<file path="config.mk">
export PLATFORM = sky130hd
export DESIGN_NAME = phy_bringup_seq
export DESIGN_NICKNAME = d
export VERILOG_FILES = /design/src/rtl/eth_phy_pkg.sv /design/src/rtl/phy_cfg_rom.sv /design/src/rtl/phy_bringup_seq.sv
export SDC_FILE = /design/constraint.sdc
export NUM_CORES = 1
export LEC_CHECK = 0
export CAP_MARGIN = 20
export CORE_MARGIN = 1
export CORE_UTILIZATION = 53
export DETAILED_ROUTE_END_ITERATION = 10
export GPL_TIMING_DRIVEN = 0
export HOLD_SLACK_MARGIN = 0.05
export PLACE_DENSITY = 0.89
export SLEW_MARGIN = 20
export SYNTH_ARGS = -nofsm -noshare
export SYNTH_HDL_FRONTEND = slang
export SYNTH_SLANG_ARGS = --single-unit
</file>
<file path="constraint.sdc">
create_clock -name i_clk -period 2.5 [get_ports i_clk]
set_input_delay 0.5 -clock i_clk [delete_from_list [all_inputs] [get_ports i_clk]]
set_output_delay 0.5 -clock i_clk [all_outputs]
set_load 0.02 [all_outputs]
</file>
<file path="src/rtl/eth_phy_pkg.sv">
// rtl/eth_phy_pkg.sv - shared types and constants for Ethernet PHY bring-up
package eth_phy_pkg;

  typedef enum logic [2:0] {
    RST_LOW,
    RST_WAIT,
    CFG_REQ,
    CFG_WAIT,
    POLL_IDLE,
    POLL_REQ,
    POLL_WAIT
  } seq_state_t;

  typedef enum logic [1:0] {
    SPEED_10M   = 2'b00,
    SPEED_100M  = 2'b01,
    SPEED_1000M = 2'b10,
    SPEED_RSVD  = 2'b11
  } speed_t;

  localparam int CFG_NUM   = 3;
  localparam int CFG_IDX_W = 2;

  // Config writes issued in order after the PHY leaves hardware reset
  localparam logic [4:0]  CFG_REG  [CFG_NUM] = '{5'h00, 5'h04, 5'h00};
  localparam logic [15:0] CFG_DATA [CFG_NUM] = '{16'h1140, 16'h01E1, 16'h1340};

  localparam logic [4:0] REG_PHY_STATUS = 5'h11;
  localparam int         LINK_BIT       = 10;
  localparam int         SPEED_MSB      = 15;

  // The reserved speed code is reported as 10M
  function automatic speed_t decode_speed(input logic [1:0] code);
    speed_t s;
    s = speed_t'(code);
    return (s == SPEED_RSVD) ? SPEED_10M : s;
  endfunction

endpackage

</file>
<file path="src/rtl/phy_cfg_rom.sv">
// rtl/phy_cfg_rom.sv - combinational lookup of the PHY config write list
import eth_phy_pkg::*;

module phy_cfg_rom (
  input  logic [CFG_IDX_W-1:0] idx,
  output logic [4:0]           cfg_reg,
  output logic [15:0]          cfg_data
);

  // Select the entry matching idx; out-of-range indices read as zero
  always_comb begin
    cfg_reg  = '0;
    cfg_data = '0;
    for (int i = 0; i < CFG_NUM; i++) begin
      if (idx == CFG_IDX_W'(i)) begin
        cfg_reg  = CFG_REG[i];
        cfg_data = CFG_DATA[i];
      end
    end
  end

endmodule

</file>
<file path="src/rtl/phy_bringup_seq.sv">
// rtl/phy_bringup_seq.sv - PHY reset, MDIO config list and periodic status poll
import eth_phy_pkg::*;

module phy_bringup_seq #(
  parameter int unsigned RSTN_LOW_CYC  = 1_000_000,
  parameter int unsigned RSTN_WAIT_CYC = 6_000_000,
  parameter int unsigned POLL_CYC      = 5_000_000,
  parameter int unsigned ACK_TIMEOUT   = 65_535,
  parameter logic [4:0]  PHY_ADDR      = 5'd0
) (
  input  logic        i_clk,
  input  logic        i_rst_n,
  input  logic        i_restart,
  output logic        o_phy_rst_n,
  output logic        o_mdio_req,
  output logic        o_mdio_wr,
  output logic [4:0]  o_mdio_phy,
  output logic [4:0]  o_mdio_reg,
  output logic [15:0] o_mdio_wdata,
  input  logic        i_mdio_ack,
  input  logic [15:0] i_mdio_rdata,
  output logic        o_cfg_done,
  output logic        o_link_up,
  output logic [1:0]  o_speed,
  output logic        o_err
);

  localparam logic [31:0] LOW_LAST  = 32'(RSTN_LOW_CYC - 1);
  localparam logic [31:0] WAIT_LAST = 32'(RSTN_WAIT_CYC - 1);
  localparam logic [31:0] POLL_LAST = 32'(POLL_CYC - 1);
  localparam logic [31:0] TO_LAST   = 32'(ACK_TIMEOUT - 1);
  localparam logic [CFG_IDX_W-1:0] IDX_LAST = CFG_IDX_W'(CFG_NUM - 1);

  seq_state_t           state;
  logic [31:0]          cnt;
  logic [CFG_IDX_W-1:0] idx;
  logic [4:0]           rom_reg;
  logic [15:0]          rom_data;
  logic                 ack_ok;
  logic                 rdata_unused;

  phy_cfg_rom u_cfg_rom (
    .idx      (idx),
    .cfg_reg  (rom_reg),
    .cfg_data (rom_data)
  );

  assign o_mdio_phy = PHY_ADDR;

  // An ack only counts against an outstanding request; stray pulses are dropped
  assign ack_ok = i_mdio_ack & o_mdio_req;

  // Only the link and speed fields of the status word are consumed
  assign rdata_unused = ^i_mdio_rdata;

  // Bring-up sequencer: one shared wait counter, cleared on every state change
  always_ff @(posedge i_clk or negedge i_rst_n) begin
    if (!i_rst_n) begin
      state        <= RST_LOW;
      cnt          <= '0;
      idx          <= '0;
      o_phy_rst_n  <= 1'b0;
      o_mdio_req   <= 1'b0;
      o_mdio_wr    <= 1'b0;
      o_mdio_reg   <= '0;
      o_mdio_wdata <= '0;
      o_cfg_done   <= 1'b0;
      o_link_up    <= 1'b0;
      o_speed      <= SPEED_10M;
      o_err        <= 1'b0;
    end else if (i_restart) begin
      // Error flag survives a restart so software can still see it
      state       <= RST_LOW;
      cnt         <= '0;
      o_phy_rst_n <= 1'b0;
      o_mdio_req  <= 1'b0;
      o_cfg_done  <= 1'b0;
      o_link_up   <= 1'b0;
      o_speed     <= SPEED_10M;
    end else begin
      cnt <= cnt + 32'd1;
      case (state)
        RST_LOW: begin
          if (cnt == LOW_LAST) begin
            state       <= RST_WAIT;
            cnt         <= '0;
            o_phy_rst_n <= 1'b1;
          end
        end
        RST_WAIT: begin
          if (cnt == WAIT_LAST) begin
            state <= CFG_REQ;
            cnt   <= '0;
            idx   <= '0;
          end
        end
        CFG_REQ: begin
          state        <= CFG_WAIT;
          cnt          <= '0;
          o_mdio_req   <= 1'b1;
          o_mdio_wr    <= 1'b1;
          o_mdio_reg   <= rom_reg;
          o_mdio_wdata <= rom_data;
        end
        CFG_WAIT: begin
          if (ack_ok) begin
            cnt        <= '0;
            o_mdio_req <= 1'b0;
            if (idx == IDX_LAST) begin
              state      <= POLL_IDLE;
              o_cfg_done <= 1'b1;
            end else begin
              state <= CFG_REQ;
              idx   <= idx + CFG_IDX_W'(1);
            end
          end else if (cnt == TO_LAST) begin
            // A silent PHY during config gets a full hardware reset retry
            state       <= RST_LOW;
            cnt         <= '0;
            o_mdio_req  <= 1'b0;
            o_phy_rst_n <= 1'b0;
            o_err       <= 1'b1;
            o_link_up   <= 1'b0;
          end
        end
        POLL_IDLE: begin
          if (cnt == POLL_LAST) begin
            state <= POLL_REQ;
            cnt   <= '0;
          end
        end
        POLL_REQ: begin
          state      <= POLL_WAIT;
          cnt        <= '0;
          o_mdio_req <= 1'b1;
          o_mdio_wr  <= 1'b0;
          o_mdio_reg <= REG_PHY_STATUS;
        end
        POLL_WAIT: begin
          if (ack_ok) begin
            state      <= POLL_IDLE;
            cnt        <= '0;
            o_mdio_req <= 1'b0;
            o_link_up  <= i_mdio_rdata[LINK_BIT];
            o_speed    <= decode_speed(i_mdio_rdata[SPEED_MSB -: 2]);
          end else if (cnt == TO_LAST) begin
            state      <= POLL_IDLE;
            cnt        <= '0;
            o_mdio_req <= 1'b0;
            o_err      <= 1'b1;
            o_link_up  <= 1'b0;
          end
        end
        default: begin
          state <= RST_LOW;
          cnt   <= '0;
        end
      endcase
    end
  end

endmodule
</file>
Word level (Yosys, flattened, before mapping)
Cells that the tools add are included.

Bits in registers: 66. Bits of input ports: 20. Output and inout bits: 34. Logic and storage cells: 113.

Add/subtract/negate cells: 2. Equal/unequal tests: 24. Mux-type cells: 49. Bitwise logic cells: 3. Reductions and logical operators: 23.

Operator list (number): two-way mux 32 bit (6); case mux 32 bit (4 select lines) (1); == test 32 x 23 -> 1 bit (second input constant) (2); two-way mux 13 bit (3); two-way mux 3 bit (11); adder 32 x 1 -> 32 bit (second input constant) (1); == test 32 x 16 -> 1 bit (second input constant) (1); == test 32 x 20 -> 1 bit (second input constant) (1); case mux 3 bit (7 select lines) (1); inequality test 3 bit (second input constant) (5); two-way mux 1 bit (14); two-way mux 2 bit (7); nonzero test 2 bit (6); case mux 5 bit (2 select lines) (1); AND reduction 2 bit (5); AND reduction 5 bit (2); == test 3 bit (second input constant) (3); nonzero test 3 bit (3); inequality test 4 bit (second input constant) (2); case mux 1 bit (2 select lines) (4); AND reduction 4 bit (2); == test 3 x 2 -> 1 bit (second input constant) (2); inequality test 2 bit (second input constant) (3); == test 2 bit (second input constant) (2); other kinds (11) (13).

Longest topological paths before layout
Gate-level depths: netlist of the first run.

Depth in word-level cells: 5. Mapped depth: 8. Mapped depth without buffers: 7.

Modules after synthesis
A second synthesis of the first run with hierarchy kept.

Cell total of the unflattened synthesis: 344. Area, all modules: 3419.5 sq um.

By module, submodules not included: phy_bringup_seq (instances 1, cells each 322, area each 3265.6 sq um, sequential area each 1651.6 sq um); phy_cfg_rom (instances 1, cells each 22, area each 153.9 sq um, sequential area each 0.0 sq um).

Worst setup path before layout of the first run
OpenSTA, ideal clock, no wires.

Path type: reg2reg. From: register cnt[0]. To: register idx[0]. Setup time: 0.125 ns. Arrival: 2.122 ns. Required time: 2.375 ns. Path slack: 0.253 ns. Cell stages (with the launch flop): 8. Path buffers: 0. Period minus slack after synthesis: 2.247 ns. Cells stage by stage: dfrtp_1 > ha_1 > and3_2 > nand4_4 > nor4_4 > nor3_2 > or4b_4 > mux2_4.

Word-level cells in the longest chain between the ends: 3.

RTL lines: start, declared (RTL line phy_bringup_seq.sv:35) `logic [31:0] cnt;`; start signal, assigned (RTL line phy_bringup_seq.sv:81) `cnt <= cnt + 32'd1;`; == test 32 x 23 -> 1 bit (RTL line phy_bringup_seq.sv:91) `if (cnt == WAIT_LAST) begin`; inequality test 2 bit (no source line); AND reduction 5 bit (no source line); end signal, assigned (RTL line phy_bringup_seq.sv:114) `idx <= idx + CFG_IDX_W'(1);`; end, declared (RTL line phy_bringup_seq.sv:36) `logic [CFG_IDX_W-1:0] idx;`.

Every way passes these cells. A chain may end at the register's enable or synchronous reset.

Final worst setup path of the first run
From: register cnt[1]. To: register cnt[30].

Word-level cells in the longest chain between the ends: 5. Elaborated cells between the ends (all ways): 12. Those cells by class: 1 x add/sub; 4 x eq/ne; 7 x mux.

RTL lines: adder 32 x 1 -> 32 bit / == test 32 x 16 -> 1 bit (equally long branches) (RTL line phy_bringup_seq.sv:81, phy_bringup_seq.sv:116, phy_bringup_seq.sv:146); two-way mux 32 bit (RTL line phy_bringup_seq.sv:116, phy_bringup_seq.sv:146); two-way mux 32 bit (RTL line phy_bringup_seq.sv:140) `if (ack_ok) begin`; case mux 32 bit (4 select lines) (*) (RTL line phy_bringup_seq.sv:82) `case (state)`; two-way mux 32 bit (*) (RTL line phy_bringup_seq.sv:71) `end else if (i_restart) begin`.

Every way passes the cells marked *; elsewhere a longest branch is shown, timed or not.

==> results of run 1 <==
==> placed cells by master, fill, tap and decap left out, drive strengths merged, types with 3 or more instances in the layout <==
master,instances
a21oi,11
and3,10
buf,26
clkbuf,17
clkdlybuf4s50,22
conb,16
dfrtp,51
ha,6
inv,7
mux2,3
nand2,14
nand2b,5
nand3,17
nand4,11
nor2,49
nor2b,3
nor3,8
nor4,6
nor4b,4
o21ai,9
or3,3
xnor2,11
xor2,19
==> where the power goes <==
part	internal, mW	total, mW	leakage (nW)	switching, mW
Clock	0.293	0.569	0.0502	0.276
Sequential	0.850	0.876	0.693	0.0259
Combinational	0.102	0.254	0.805	0.152
Total	1.25	1.70	1.55	0.454
==> cell type report <==
class / count / area [sq um]
Fill cell: 391 / 1690
Multi-Input combinational cell: 231 / 1539
Sequential cell: 51 / 1276
Timing Repair Buffer: 27 / 267.8
Buffer: 33 / 211.5
Tap cell: 70 / 87.58
Clock buffer: 5 / 68.82
Clock inverter: 2 / 37.54
Inverter: 7 / 26.28
==> cell families (layout without fill, tap and decap cells) <==
group,count (synthesis),after routing,share of synthesized area (%)
AOI/OAI and AO/OA,32,32,6.960
muxes,5,5,1.964
other,1,16,0.1280
adders and majority gates,6,6,2.562
and+or+nand+nor,142,142,28.01
buffers and inverters,40,74,7.857
DFF,51,51,43.55
xor gates and xnor gates,30,30,8.967
==> worst min-delay path by stage <==
| stage | from | end | slack, ns | cells after the start |
|---|---|---|---|---|
| after CTS | i_rst_n | idx[0]$_DFFE_PN0P_ | 0.18 | 1 |
| after detailed placement | o_err$_DFFE_PN0P_ | o_err$_DFFE_PN0P_ | 0.47 | 1 |
| final | i_rst_n | o_mdio_wdata[7]$_DFFE_PN0P_ | 0.16 | 1 |
| after global routing | i_rst_n | idx[0]$_DFFE_PN0P_ | 0.21 | 1 |
| after global placement | o_err$_DFFE_PN0P_ | o_err$_DFFE_PN0P_ | 0.44 | 1 |
| after floorplan | i_rst_n | cnt[0]$_DFF_PN0_ | 0.20 | 0 |
==> timing repair <==
item / CTS / global route
endpoints found under the setup margin: 0 / 31
resized for setup: 0 / 10
setup buffers: 0 / 3
==> routing by layer <==
metal	wire length [um]	track usage, %	up-vias	share of wire [%]
met5	0	0	-	0
met4	178	8.269	0	2.8
met3	322	4.311	16	5.0
met2	3230	39.46	82	50
met1	2682	28.81	1148	42
li1	-	-	1123	-
==> per-stage QoR <==
| step | setup WS, ns | util (%) |
|---|---|---|
| finish | 0.1042 | 67.52 |
| global route | -0.02570 | 67.52 |
| CTS | 0.0001039 | 65.82 |
| detailed placement | -0.01994 | 63.77 |
| global placement | -0.4913 | 63.49 |
| floorplan | 0.2526 | - |
==> reports/results.ini, run 1 <==
[status]
status=complete, no violations

[floorplanning]
fp.dieH_um=76.36
num_io_pins=54
die_w_um=76.36
die_area_sq_mm=0.005830
initial_core_util_pct=56.30
placementRows=26
coreArea_sq_mm=0.005205

[finish]
finalNetCount=382
reg_top3=cnt: 32 flops, o_mdio_wdata: 4 flops, state: 3 flops
area_delta_synth_final_pct=19.94
drive_gt1_share_pct=15.17
regMostFlops=cnt
layoutNonFillerInstCount=426
n_antenna_cell=0
largest_reg_flops=32
fin_area_sq_mm=0.003515

[setup_path]
endpoint_kind=flip-flop
startpoint=cnt[1]$_DFF_PN0_
r2r_slack_ns=0.10
start_kind=flip-flop
worstPathMaxFanout=10
endpoint=cnt[30]$_DFF_PN0_
crit_slowest_cell=nor4_4
worstSetupPathType=flip-flop to flip-flop
slowest_delay_ns=0.43
r2r_start=cnt[1]$_DFF_PN0_
path_buf_inv=1
ff2ff_path_depth=8
required_ns=2.70
crit_cells=8
critPathTopFamily=simple AND/OR/NAND/NOR gates
cp.arrival_ns=2.60
worstPathCellList=ha_1 -> and3_2 -> nand4_4 -> nor4_4 -> a2111oi_4 -> o31ai_4 -> clkbuf_4 -> nor2_1
r2r-end=cnt[30]$_DFF_PN0_

[drt]
via_per_inst=5.561
drt_iter0_markers=289
drt_wl_total_um=6412
first_pass_iters=4
drc_errors=0
ant_nets=0
vias=2369
wl_per_cell_um=15.05

[sta]
setup_tns_ns=0
finClkSkew_ns=0.009047
drv_slew=0
final_hold_viol_count=0
setup_violations=0
hold_ws_ns=0.1605
fin_crit_sh_pct=95.83
max_slew_margin_pct=45.07
period_minus_slack_ns=2.396
worst_pin_slew_ns=0.8176
max_freq_mhz=417.4

[logic_synthesis]
synth.distinct_cells=51
synth_edf_count=0
synth_seq_cells=51
syn_area_sq_mm=0.002930
synth_top_area_share_pct=43.55
synth_common_cells=dfrtp_1 (51), nor2_1 (49), buf_4 (20)
yosys_most_used_dff=dfrtp_1
synth_async_sr_flop_share_pct=100.0
yosys_warnings=0
yosys.area.top_type=dfrtp_1
ys_seq_area_share_pct=43.55
synth.avg_cell_area_sq_um=9.545
ys_top_cells_by_area=dfrtp_1 (44%), nor2_1 (6.3%), xor2_1 (5.7%), buf_4 (5.1%), xnor2_1 (3.3%)
syn_inst=307
yosysMostFrequentCell=dfrtp_1

[clocking]
clk_latency_ns=0.32
cts_root_buffer=clkbuf_8
cts_hold_buffers=0
cts_tree=done
clk_pin_slew_ns=0.09
cts_buffers=5
cts_max_path_buffers=2
htree_num_levels=2
cts.sinks=51

[place]
portBuffers=23
hpwlAfterDp_um=4465
gp_routability_congestion=0.9267
placed_cells_incl_taps=416
placed_area_sq_mm=0.003319

[global_route]
grt.overflow.total=0
grt_pass1_vias=2296
grt_use_total_pct=22.96
grt_pass1_wl_um=10650
antenna_found_initial=0
grt_start_max_net_pins=29

[power_and_ir_drop]
power_density_mw_per_mm2=483.5
finalPower_mw=1.699
ir_worst_vdd_uv=286.9
leakage_nw=1.548

[flow_run]
cap_viol_max_count=0

[hold_path]
hold_class=primary input to asynchronous set/reset pin

No activity file was read; power rests on OpenSTA's default activity.
==> inputs of run 2 (changes only) <==
- REMOVE_ABC_BUFFERS: default -> 1
==> reports/results.ini, run 2 (same netlist as run 1, synthesis figures left out) <==
[setup_path]
required_ns=2.70
slowest_delay_ns=0.54
cp.arrival_ns=2.59
worstPathCellList=nor4bb_1 -> nand3_1 -> nor4_4 -> nor3_2 -> or4b_4 -> mux2_4
path_buf_inv=0
start_kind=flip-flop
worstSetupPathType=flip-flop to flip-flop
crit_slowest_cell=or4b_4
critPathTopFamily=simple AND/OR/NAND/NOR gates
endpoint_kind=flip-flop
worstPathMaxFanout=5

[clocking]
cts_buffers=5
htree_num_levels=2
cts.sinks=51
cts_hold_buffers=0
clk_latency_ns=0.31
cts_root_buffer=clkbuf_8
clk_pin_slew_ns=0.09
cts_max_path_buffers=2
cts_tree=done

[finish]
fillers=416
final_common_cell=dfrtp_1
drive_gt1_share_pct=8.333
largest_reg_flops=32
n_antenna_cell=0
finalNetCount=350
final_cell_mix=dfrtp_1 (51), nor2_1 (49), clkdlybuf4s50_1 (23), xor2_1 (19), nand3_1 (17)
reg_top3=cnt: 32 flops, o_mdio_wdata: 4 flops, state: 3 flops
area_delta_synth_final_pct=12.21
regMostFlops=cnt

[drt]
first_pass_iters=4
drt_wl_total_um=5842
drt_iter0_markers=145
via_per_inst=5.683
ant_nets=0
wl_per_cell_um=14.83
drc_errors=0
vias=2239

[floorplanning]
die_w_um=76.36
placementRows=26
coreArea_sq_mm=0.005205
num_io_pins=54
fp.dieH_um=76.36
initial_core_util_pct=56.30
die_area_sq_mm=0.005830

[place]
gp_routability_congestion=0.8448
hpwlAfterDp_um=4164
portBuffers=24

[sta]
final_hold_viol_count=0
max_slew_margin_pct=42.80
max_freq_mhz=418.5
fin_crit_sh_pct=95.58
setup_tns_ns=0
hold_ws_ns=0.1841
drv_slew=0
rsz0062_at_grt=no
finClkSkew_ns=0.007544
worst_pin_slew_ns=0.8515
period_minus_slack_ns=2.390
setup_violations=0

[power_and_ir_drop]
power_density_mw_per_mm2=504.1
leakage_nw=1.418
ir_worst_vdd_uv=262.9

[global_route]
grt_pass1_vias=2172
grt.overflow.total=0
grt_start_max_net_pins=27
grt_use_total_pct=21.23
grt_pass1_wl_um=9846
antenna_found_initial=0

[flow_run]
cap_viol_max_count=0

[hold_path]
hold_class=primary input to asynchronous set/reset pin

[status]
status=complete, no violations

run 2: cell types whose count changed in the layout (fill, tap and decap cells not counted), sizes merged:
| cell | delta |
|---|---|
| buf | -21 |
| clkbuf | -11 |
| clkdlybuf4s50 | +1 |
| clkinvlp | -1 |
run 2: worst register-to-register path: cells and delay by family, from the launching register on:
family | cells | cell delay (ns)
flip-flops | 1 | 0.46
AND/OR/NAND/NOR | 5 | 1.51
multiplexers | 1 | 0.31
run 2: area by class of cell:
type / instances / area (sq um) / share of cell area (%)
well taps: 70 / 87.58 / 2.664
inverters: 7 / 26.28 / 0.7991
clock inverters: 1 / 30.03 / 0.9132
repair buffers: 28 / 297.8 / 9.056
multi-input cells: 231 / 1498 / 45.55
clock buffers: 6 / 72.57 / 2.207
flip-flops and latches: 51 / 1276 / 38.81
run 2: path summary, 6_finish.rpt:
check	slack, ns	end	cells past startpoint	from
setup / recovery	0.11	idx[0]$_DFFE_PN0P_	6	cnt[6]$_DFF_PN0_
hold / removal	0.18	cnt[11]$_DFF_PN0_	1	i_rst_n
setup reg to reg	0.11	idx[0]$_DFFE_PN0P_	6	cnt[6]$_DFF_PN0_
hold reg to reg	0.51	cnt[0]$_DFF_PN0_	1	cnt[0]$_DFF_PN0_
max in group asynchronous	1.78	cnt[20]$_DFF_PN0_	2	i_rst_n
min in group i_clk	0.51	cnt[0]$_DFF_PN0_	1	cnt[0]$_DFF_PN0_
run 2: layer usage:
layer	vias up	GRT usage (%)	share of wire, %
li1	1053	-	-
met5	-	0	0
met4	0	9.038	2.4
met2	71	35.86	50
met3	15	4.311	5.0
met1	1100	26.40	43
run 2: stage by stage:
step | std cells | worst slack (ns) | util (%) | area [sq um] | power, mW
2_1_floorplan | 289 | -0.3287 | - | 2783 | 1.017
3_3_place_gp | 383 | -0.9989 | 59.76 | 3110 | 1.087
3_5_place_dp | 385 | -0.1857 | 60.50 | 3149 | 1.107
4_1_cts | 393 | 0.05613 | 62.86 | 3272 | 1.663
5_1_grt | 394 | 0.002963 | 63.17 | 3288 | 1.725
6_report | 394 | 0.1104 | 63.17 | 3288 | 1.657
run 2: power breakdown:
group / switching, mW / internal [mW]
combinational: 0.133 / 0.0852
sequential: 0.0309 / 0.850
clock: 0.265 / 0.294
run 2: what timing repair did:
action,4_1_cts,5_1_grt
setup buffers,1,1
pin swaps,1,2
endpoints found under the hold margin,0,0
setup endpoints to repair,31,33
gates resized for setup,0,1
==> inputs of run 3 (changes only) <==
- CAP_MARGIN: 20 -> default
- clock period: 2.5 -> 2.31 ns (I/O delays scaled with it)
==> reports/results.ini, run 3 (same netlist as run 1, synthesis figures left out) <==
[sta]
final_hold_viol_count=0
worst_pin_slew_ns=0.6893
period_minus_slack_ns=2.415
fin_crit_sh_pct=104.5
fin_ws_ns=-0.1047
finClkSkew_ns=0.004570
rsz0062_at_grt=yes
max_freq_mhz=414.1
drv_slew=0
setup_violations=33
max_slew_margin_pct=54.05

[clocking]
htree_num_levels=2
cts_max_path_buffers=2
clk_latency_ns=0.31
cts_buffers=5
cts.sinks=51
cts_tree=done
clk_pin_slew_ns=0.09
cts_root_buffer=clkbuf_8

[floorplanning]
fp.dieH_um=76.36
die_area_sq_mm=0.005830
num_io_pins=54
placementRows=26
die_w_um=76.36
initial_core_util_pct=56.30
coreArea_sq_mm=0.005205

[place]
gp_routability_congestion=0.8448
placed_area_sq_mm=0.003149
hpwlAfterDp_um=4164
portBuffers=24

[setup_path]
slowest_delay_ns=0.57
start_kind=flip-flop
cp.arrival_ns=2.62
required_ns=2.52
worstPathCellList=ha_4 -> and3_4 -> nand4_4 -> nor4_4 -> nor3_4 -> or4b_4 -> mux2_4
crit_slowest_cell=or4b_4
worstSetupPathType=flip-flop to flip-flop
endpoint_kind=flip-flop
worstPathMaxFanout=4

[global_route]
grt.overflow.total=0
grt_start_max_net_pins=27
grt_pass1_wl_um=10460
grt_use_total_pct=22.80
grt_pass1_vias=2266
antenna_found_initial=0

[power_and_ir_drop]
finalPower_mw=1.873
power_density_mw_per_mm2=520.2
leakage_nw=1.526
ir_worst_vdd_uv=247.9

[drt]
via_per_inst=5.818
vias=2391
drc_errors=0
first_pass_iters=4
drt_iter0_markers=300
ant_nets=0
drt_wl_total_um=6996
wl_per_cell_um=17.02

[finish]
multiInputGateArea_sq_mm=0.001652
fin_area_sq_mm=0.003600
largest_reg_flops=32
drive_gt1_share_pct=19.65
regMostFlops=cnt
area_delta_synth_final_pct=22.84
final_cell_mix=dfrtp_1 (47), nor2_1 (39), clkdlybuf4s50_1 (23), xor2_1 (19)
final_common_cell=dfrtp_1
n_antenna_cell=0
reg_top3=cnt: 32 flops, o_mdio_wdata: 4 flops, state: 3 flops
fillers=363
seq_area_sq_mm=0.001281
finalNetCount=367

[hold_path]
hold_class=primary input to asynchronous set/reset pin

[status]
status=finished, violations left
failed_checks=negative setup slack

[flow_run]
cap_viol_max_count=0

run 3: cell count changes in the layout (fill, tap and decap cells not counted), sizes merged:
cell | before | now
buf | 5 | 21
clkbuf | 6 | 7
run 3: power by group:
part | total, mW | switching, mW | internal (mW)
registers | 0.959 | 0.0383 | 0.921
logic | 0.294 | 0.170 | 0.124
clock network | 0.619 | 0.301 | 0.318
total | 1.87 | 0.509 | 1.36
run 3: area by class of cell:
| type | instances | area share (%) |
|---|---|---|
| clock inverter | 1 | 0.8342 |
| clock buffer | 6 | 2.016 |
| multi-input combinational | 231 | 45.88 |
| inverter | 7 | 0.7299 |
| tap | 70 | 2.433 |
| sequential | 51 | 35.59 |
| timing repair buffer | 45 | 12.51 |
run 3: final timing paths:
| check | start | endpoint | slack, ns | depth (start not counted) |
|---|---|---|---|---|
| max | cnt[0]$_DFF_PN0_ | idx[0]$_DFFE_PN0P_ | -0.10 | 7 |
| min | i_rst_n | cnt[14]$_DFF_PN0_ | 0.14 | 1 |
| min reg2reg | cnt[0]$_DFF_PN0_ | cnt[0]$_DFF_PN0_ | 0.52 | 1 |
| min in group i_clk | cnt[0]$_DFF_PN0_ | cnt[0]$_DFF_PN0_ | 0.52 | 1 |
| max in group asynchronous | i_rst_n | cnt[18]$_DFF_PN0_ | 1.63 | 2 |
| max reg2reg | cnt[0]$_DFF_PN0_ | idx[0]$_DFFE_PN0P_ | -0.10 | 7 |
run 3: per-stage QoR:
| stage | setup TNS [ns] | cells | util (%) | hold WS, ns | setup WS [ns] |
|---|---|---|---|---|---|
| final | -2.234 | 411 | 69.16 | 0.1437 | -0.1047 |
| after CTS | 0 | 399 | 64.90 | 0.1670 | 0.002142 |
| after floorplan | -15.99 | 289 | - | 0.1664 | -0.5187 |
| after global placement | -70.05 | 383 | 59.76 | 0.4640 | -1.189 |
| after detailed placement | -9.590 | 385 | 60.50 | 0.4981 | -0.3757 |
| after global routing | -5.939 | 411 | 69.16 | 0.1961 | -0.2108 |
run 3: critical path: cells and delay by family, from the launching register on:
kind                       cells  cell delay, ns
and+or+nand+nor                5            1.42
DFF                            1            0.43
adders and majority gates      1            0.15
muxes                          1            0.31
run 3: routing by layer:
layer | routed length [um] | up-vias | track usage, % | part of all wire (%)
met5 | 0 | - | 0 | 0
met4 | 206 | 0 | 10.19 | 2.9
met3 | 357 | 22 | 4.311 | 5.1
met2 | 3565 | 104 | 38.74 | 51
met1 | 2866 | 1174 | 28.14 | 41
li1 | - | 1091 | - | -
run 3: timing repair:
| action | in CTS | in global routing |
|---|---|---|
| setup buffers | 7 | 11 |
| setup endpoints to repair | 33 | 36 |
| resized for setup | 11 | 27 |
| pin swaps | 6 | 14 |
| endpoints found under the hold margin | 0 | 0 |
| cloned | 0 | 1 |
| hold buffers | 0 | 0 |
==> RTL edit 1: new RTL, flow settings as in run 2 <==
Make the reset (`i_rst_n`) synchronous in one clocked block.
--- a/src/rtl/phy_bringup_seq.sv
+++ b/src/rtl/phy_bringup_seq.sv
@@ -54,7 +54,7 @@
   assign rdata_unused = ^i_mdio_rdata;
 
   // Bring-up sequencer: one shared wait counter, cleared on every state change
-  always_ff @(posedge i_clk or negedge i_rst_n) begin
+  always_ff @(posedge i_clk) begin
     if (!i_rst_n) begin
       state        <= RST_LOW;
       cnt          <= '0;
Behaviour: no difference found for any inputs over 10 cycles, from zero or initial values and one cycle with i_rst_n low; that may be too few to reach the edited logic, so the function may still have changed.
==> RTL edit 1 against run 2 <==
  * Worst setup slack improved by 13 ps
  * Final area rose by 2.0%
  * Critical endpoint is now cnt[7]$_SDFF_PP0_
  * Sequential share of layout area fell by 8.4 points
  * Fmax rose by 0.56%
  * Routed wire length rose by 17%
  * First-iteration DRC count rose by 54%
  * Synthesized area rose by 0.51%
  * Sequential cell count did not move
  * Global-route usage rose by 2.3 points
Power is not compared: it rests on default switching activity, and its combinational part moved more than twofold at a synthesized area within 25%.
==> RTL edit 1: results (changes against run 2) <==
Outcome = complete, no violations (unchanged)
Post-synthesis sequential area ratio = 0.347 (was 0.436)
Commonest cells post-synth = dfxtp_1, a211oi_1, nand2_1 (was dfrtp_1, nor2_1, buf_4)
Slew margin rel. = 0.381 (was 0.428)
Storage element area = 1020 um2 (was 1280 um2)
GRT Util Overall = 0.235 (was 0.212)
Drt first-iter violations = 224 (was 145)
First-pass GRT wire length = 11.3 mm (was 9.85 mm)
Cells after Synth = 345 (was 307)
Hold WS = 470 ps (was 184 ps)
DR vias/cell = 6.13 (was 5.68)
Min cycle time layout = 2380 ps (was 2390 ps)
Ranking of synthesized cells by area = dfxtp_1, a211oi_1, buf_4 (was dfrtp_1, nor2_1, xor2_1)
Fillcell total = 412 (was 416)
Inverters = 9 (was 7)
Multi-input comb cells = 264 (was 231)
Fraction of area in multi-input gates = 0.529 (was 0.455)
Post-DP HPWL = 4.39 mm (was 4.16 mm)
Reg2reg path depth = 8 (was 6)
Nets@finish = 387 (was 350)
Synth Area per Inst = 8.54 um2 (was 9.54 um2)
Pre-CTS setup slack = -433 ps (was -186 ps)
Proportion of layout cells with a drive suffix above 1 = 0.0801 (was 0.0833)
Pin count of the biggest net entering global routing = 33 (was 27)
Bufs w/o clock = 30 (was 28)
Routed WL = 6.83 mm (was 5.84 mm)
Vias in the first global route = 2481 (was 2172)
Placed Area = 3120 um2 (was 3150 um2)
Final Non-Filler Cells = 432 (was 394)
XOR/XNOR share of the synthesized area = 0.0892 (was 0.0897)
CP Launch Point = cnt[0]$_SDFF_PP0_ (was cnt[6]$_DFF_PN0_)
Post-synthesis compound-gate area fraction = 0.179 (was 0.0696)
HP Class = flip-flop to flip-flop (was input port to async pin)
Non-clock buffer share = 0.0947 (was 0.0906)
Total number of yosys warnings = 0 (unchanged)
Synth async-reset ratio = 0 (was 1.00)
Clock buf/inv share = 0.0362 (was 0.0312)
Clock Skews = 7.15 ps (was 7.54 ps)
Drt first pass iters = 5 (was 4)
Worst path arrival time = 2560 ps (was 2590 ps)
Adder-cell share of the synthesized area = 0.0255 (was 0.0256)
Mux contribution to synthesized area = 0.00680 (was 0.0196)
Worst flop-to-flop path endpoint = cnt[7]$_SDFF_PP0_ (was idx[0]$_DFFE_PN0P_)
Placed cell count = 419 (was 385)
==> RTL edit 1: cell types whose count changed in the layout (fill, tap and decap cells not counted), moves of 4 or more <==
cell	before	now
nor4_1	1	8
dfxtp_1	0	51
nand2_1	14	26
xnor2_1	11	17
nand3_1	17	21
and3_1	9	5
xor2_1	19	13
dfrtp_1	51	0
nor2_1	49	21
a211oi_1	1	35
nor3_1	7	12
==> RTL edit 1: worst max-delay path, cell delays in order (launching register included) <==
cell,delay [ps]
dfxtp_1,400
ha_1,230
and3_1,270
nand4_1,120
buf_4,190
o32a_2,410
o41ai_4,320
buf_4,230
a211oi_1,80
==> RTL edit 1: metal layers <==
layer  up-vias  global-route usage  wire [um]
met2       138               0.380       3190
met4         0               0.133        204
li1       1257                   -          -
met3        29              0.0491        490
met5         -                   0          0
met1      1224               0.290       2940
==> RTL edit 1: timing repair <==
action / 4_1_cts / 5_1_grt
buffers inserted: 3 / 1
setup endpoints to repair: 33 / 33
gates cloned: 1 / 0
gates resized for setup: 5 / 1
pin swaps: 3 / 2
==> RTL edit 2: new RTL, flow settings as in run 2 <==
Without the edit above. The package constant `CFG_IDX_W` goes from 2 to 1.
--- a/src/rtl/eth_phy_pkg.sv
+++ b/src/rtl/eth_phy_pkg.sv
@@ -19,7 +19,7 @@
   } speed_t;
 
   localparam int CFG_NUM   = 3;
-  localparam int CFG_IDX_W = 2;
+  localparam int CFG_IDX_W = 1;
 
   // Config writes issued in order after the PHY leaves hardware reset
   localparam logic [4:0]  CFG_REG  [CFG_NUM] = '{5'h00, 5'h04, 5'h00};
Function: no difference found for any inputs over 10 cycles, from zero or initial values and one cycle with i_rst_n low; that may be too few to reach the edited logic, so the function may still have changed.
==> RTL edit 2 against run 2 <==
  * Sequential cell count shrank 6
  * Non-clock buffer count is 3 lower
  * Core utilization is 2.7 points lower
  * Worst setup slack better by 77 ps
  * Synthesized area shrank 4.5%
  * Final area decreased by 6.1%
  * First-iteration DRC count rose by 11%
  * Routed wire length down 9.3%
Power is not compared: it rests on default switching activity, and its combinational part moved more than twofold at a synthesized area within 25%.
==> RTL edit 2: results (changes against run 2) <==
Combinational fraction of design power = 0.289
Mux contribution to synthesized area = 0.00715 (was 0.0196)
DR WL met2 = 2.65 mm (was 2.90 mm)
Port bufs = 20 (was 24)
Post-DP HPWL = 3.60 mm (was 4.16 mm)
P_comb = 0.500 mW
XOR/XNOR share of the synthesized area = 0.0970 (was 0.0897)
Clock Skews = 7.84 ps (was 7.54 ps)
Commonest cells post-synth = dfrtp_1, nor2_2, nor2_1 (was dfrtp_1, nor2_1, buf_4)
Global-route met1 utilization = 0.271 (was 0.264)
Crit-path max FO = 10 (was 5)
Adder-cell share of the synthesized area = 0.00894 (was 0.0256)
Pin count of the biggest net entering global routing = 25 (was 27)
Synth async-reset ratio = 1.00 (unchanged)
Fillcell total = 429 (was 416)
Met3 wire len = 152 um (was 293 um)
Drt first-iter violations = 161 (was 145)
Ranking of synthesized cells by area = dfrtp_1, nor2_2, buf_4 (was dfrtp_1, nor2_1, xor2_1)
Outcome = complete, no violations (unchanged)
Post-synthesis sequential area ratio = 0.402 (was 0.436)
Total number of yosys warnings = 0 (unchanged)
CP max stage delay = 650 ps (was 540 ps)
First-pass GRT wire length = 8.71 mm (was 9.85 mm)
Met2 usage = 0.337 (was 0.359)
DR vias = 1989 (was 2239)
Top flop regs = cnt x32, state x3, o_speed x2 (was cnt x32, o_mdio_wdata x4, state x3)
Drt first pass iters = 4 (unchanged)
Gpl congestion = 0.867 (was 0.845)
HP Class = input port to async pin (unchanged)
Routed WL = 5.30 mm (was 5.84 mm)
Worst-margin pin slew = 845 ps (was 852 ps)
CTS root buffer = clkbuf_8 (unchanged)
Nets@finish = 331 (was 350)
Met3 usage = 0.0482 (was 0.0431)
Vias in the first global route = 1887 (was 2172)
GRT Util Overall = 0.207 (was 0.212)
Proportion of layout cells with a drive suffix above 1 = 0.201 (was 0.0833)
Placed Area = 2930 um2 (was 3150 um2)
CP max stage cell = nor3_1 (was or4b_4)
M1 WL = 2.42 mm (was 2.51 mm)
Worst path arrival time = 2510 ps (was 2590 ps)
Post-synthesis compound-gate area fraction = 0.0751 (was 0.0696)
-- RTL edit 2: changes by cell type in the layout (fill, tap and decap cells not counted), sizes merged, moves of 4 or more --
cell / before / now
a21oi: 11 / 6
and3: 10 / 2
clkdlybuf4s50: 23 / 19
conb: 16 / 20
dfrtp: 51 / 45
ha: 6 / 2
nand3: 17 / 21
nand4: 11 / 5
nor2: 49 / 55
-- RTL edit 2: path summary, 6_finish.rpt --
path                                   start              endpoint  slack, ps  cells after the start
max                         cnt[0]$_DFF_PN0_  state[1]$_DFFE_PN0P_        190                      8
min                                  i_rst_n     cnt[28]$_DFF_PN0_        180                      1
max reg2reg                 cnt[0]$_DFF_PN0_  state[1]$_DFFE_PN0P_        190                      8
min reg2reg                o_err$_DFFE_PN0P_     o_err$_DFFE_PN0P_        460                      1
max in group asynchronous            i_rst_n      cnt[3]$_DFF_PN0_       1810                      2
min in group i_clk         o_err$_DFFE_PN0P_     o_err$_DFFE_PN0P_        460                      1
-- RTL edit 2: repair_timing --
| item | in CTS | in global routing |
|---|---|---|
| pin swaps | 1 | 2 |
| gates resized for setup | 1 | 0 |
| endpoints found under the setup margin | 32 | 32 |
| cloned | 1 | 0 |
| setup buffers | 0 | 4 |
| hold buffers | 0 | 0 |
-- RTL edit 2: final cells by class --
type / instances / share of cell area
multi-input cells: 224 / 0.479
flip-flops and latches: 45 / 0.365
inverters: 8 / 0.00973
well taps: 70 / 0.0284
clock inverters: 1 / 0.00162
clock buffers: 5 / 0.0223
repair buffers: 25 / 0.0940
-- RTL edit 2: through the flow --
stage,hold WS (ps),cells,setup TNS [ps],util,worst slack [ps]
CTS,192,374,0,0.591,99.7
detailed placement,452,367,-9730,0.573,-366
global placement,447,366,-20580,0.569,-333
floorplan,204,276,0,-,129
global route,212,378,0,0.604,77.5
finish,183,378,0,0.604,187
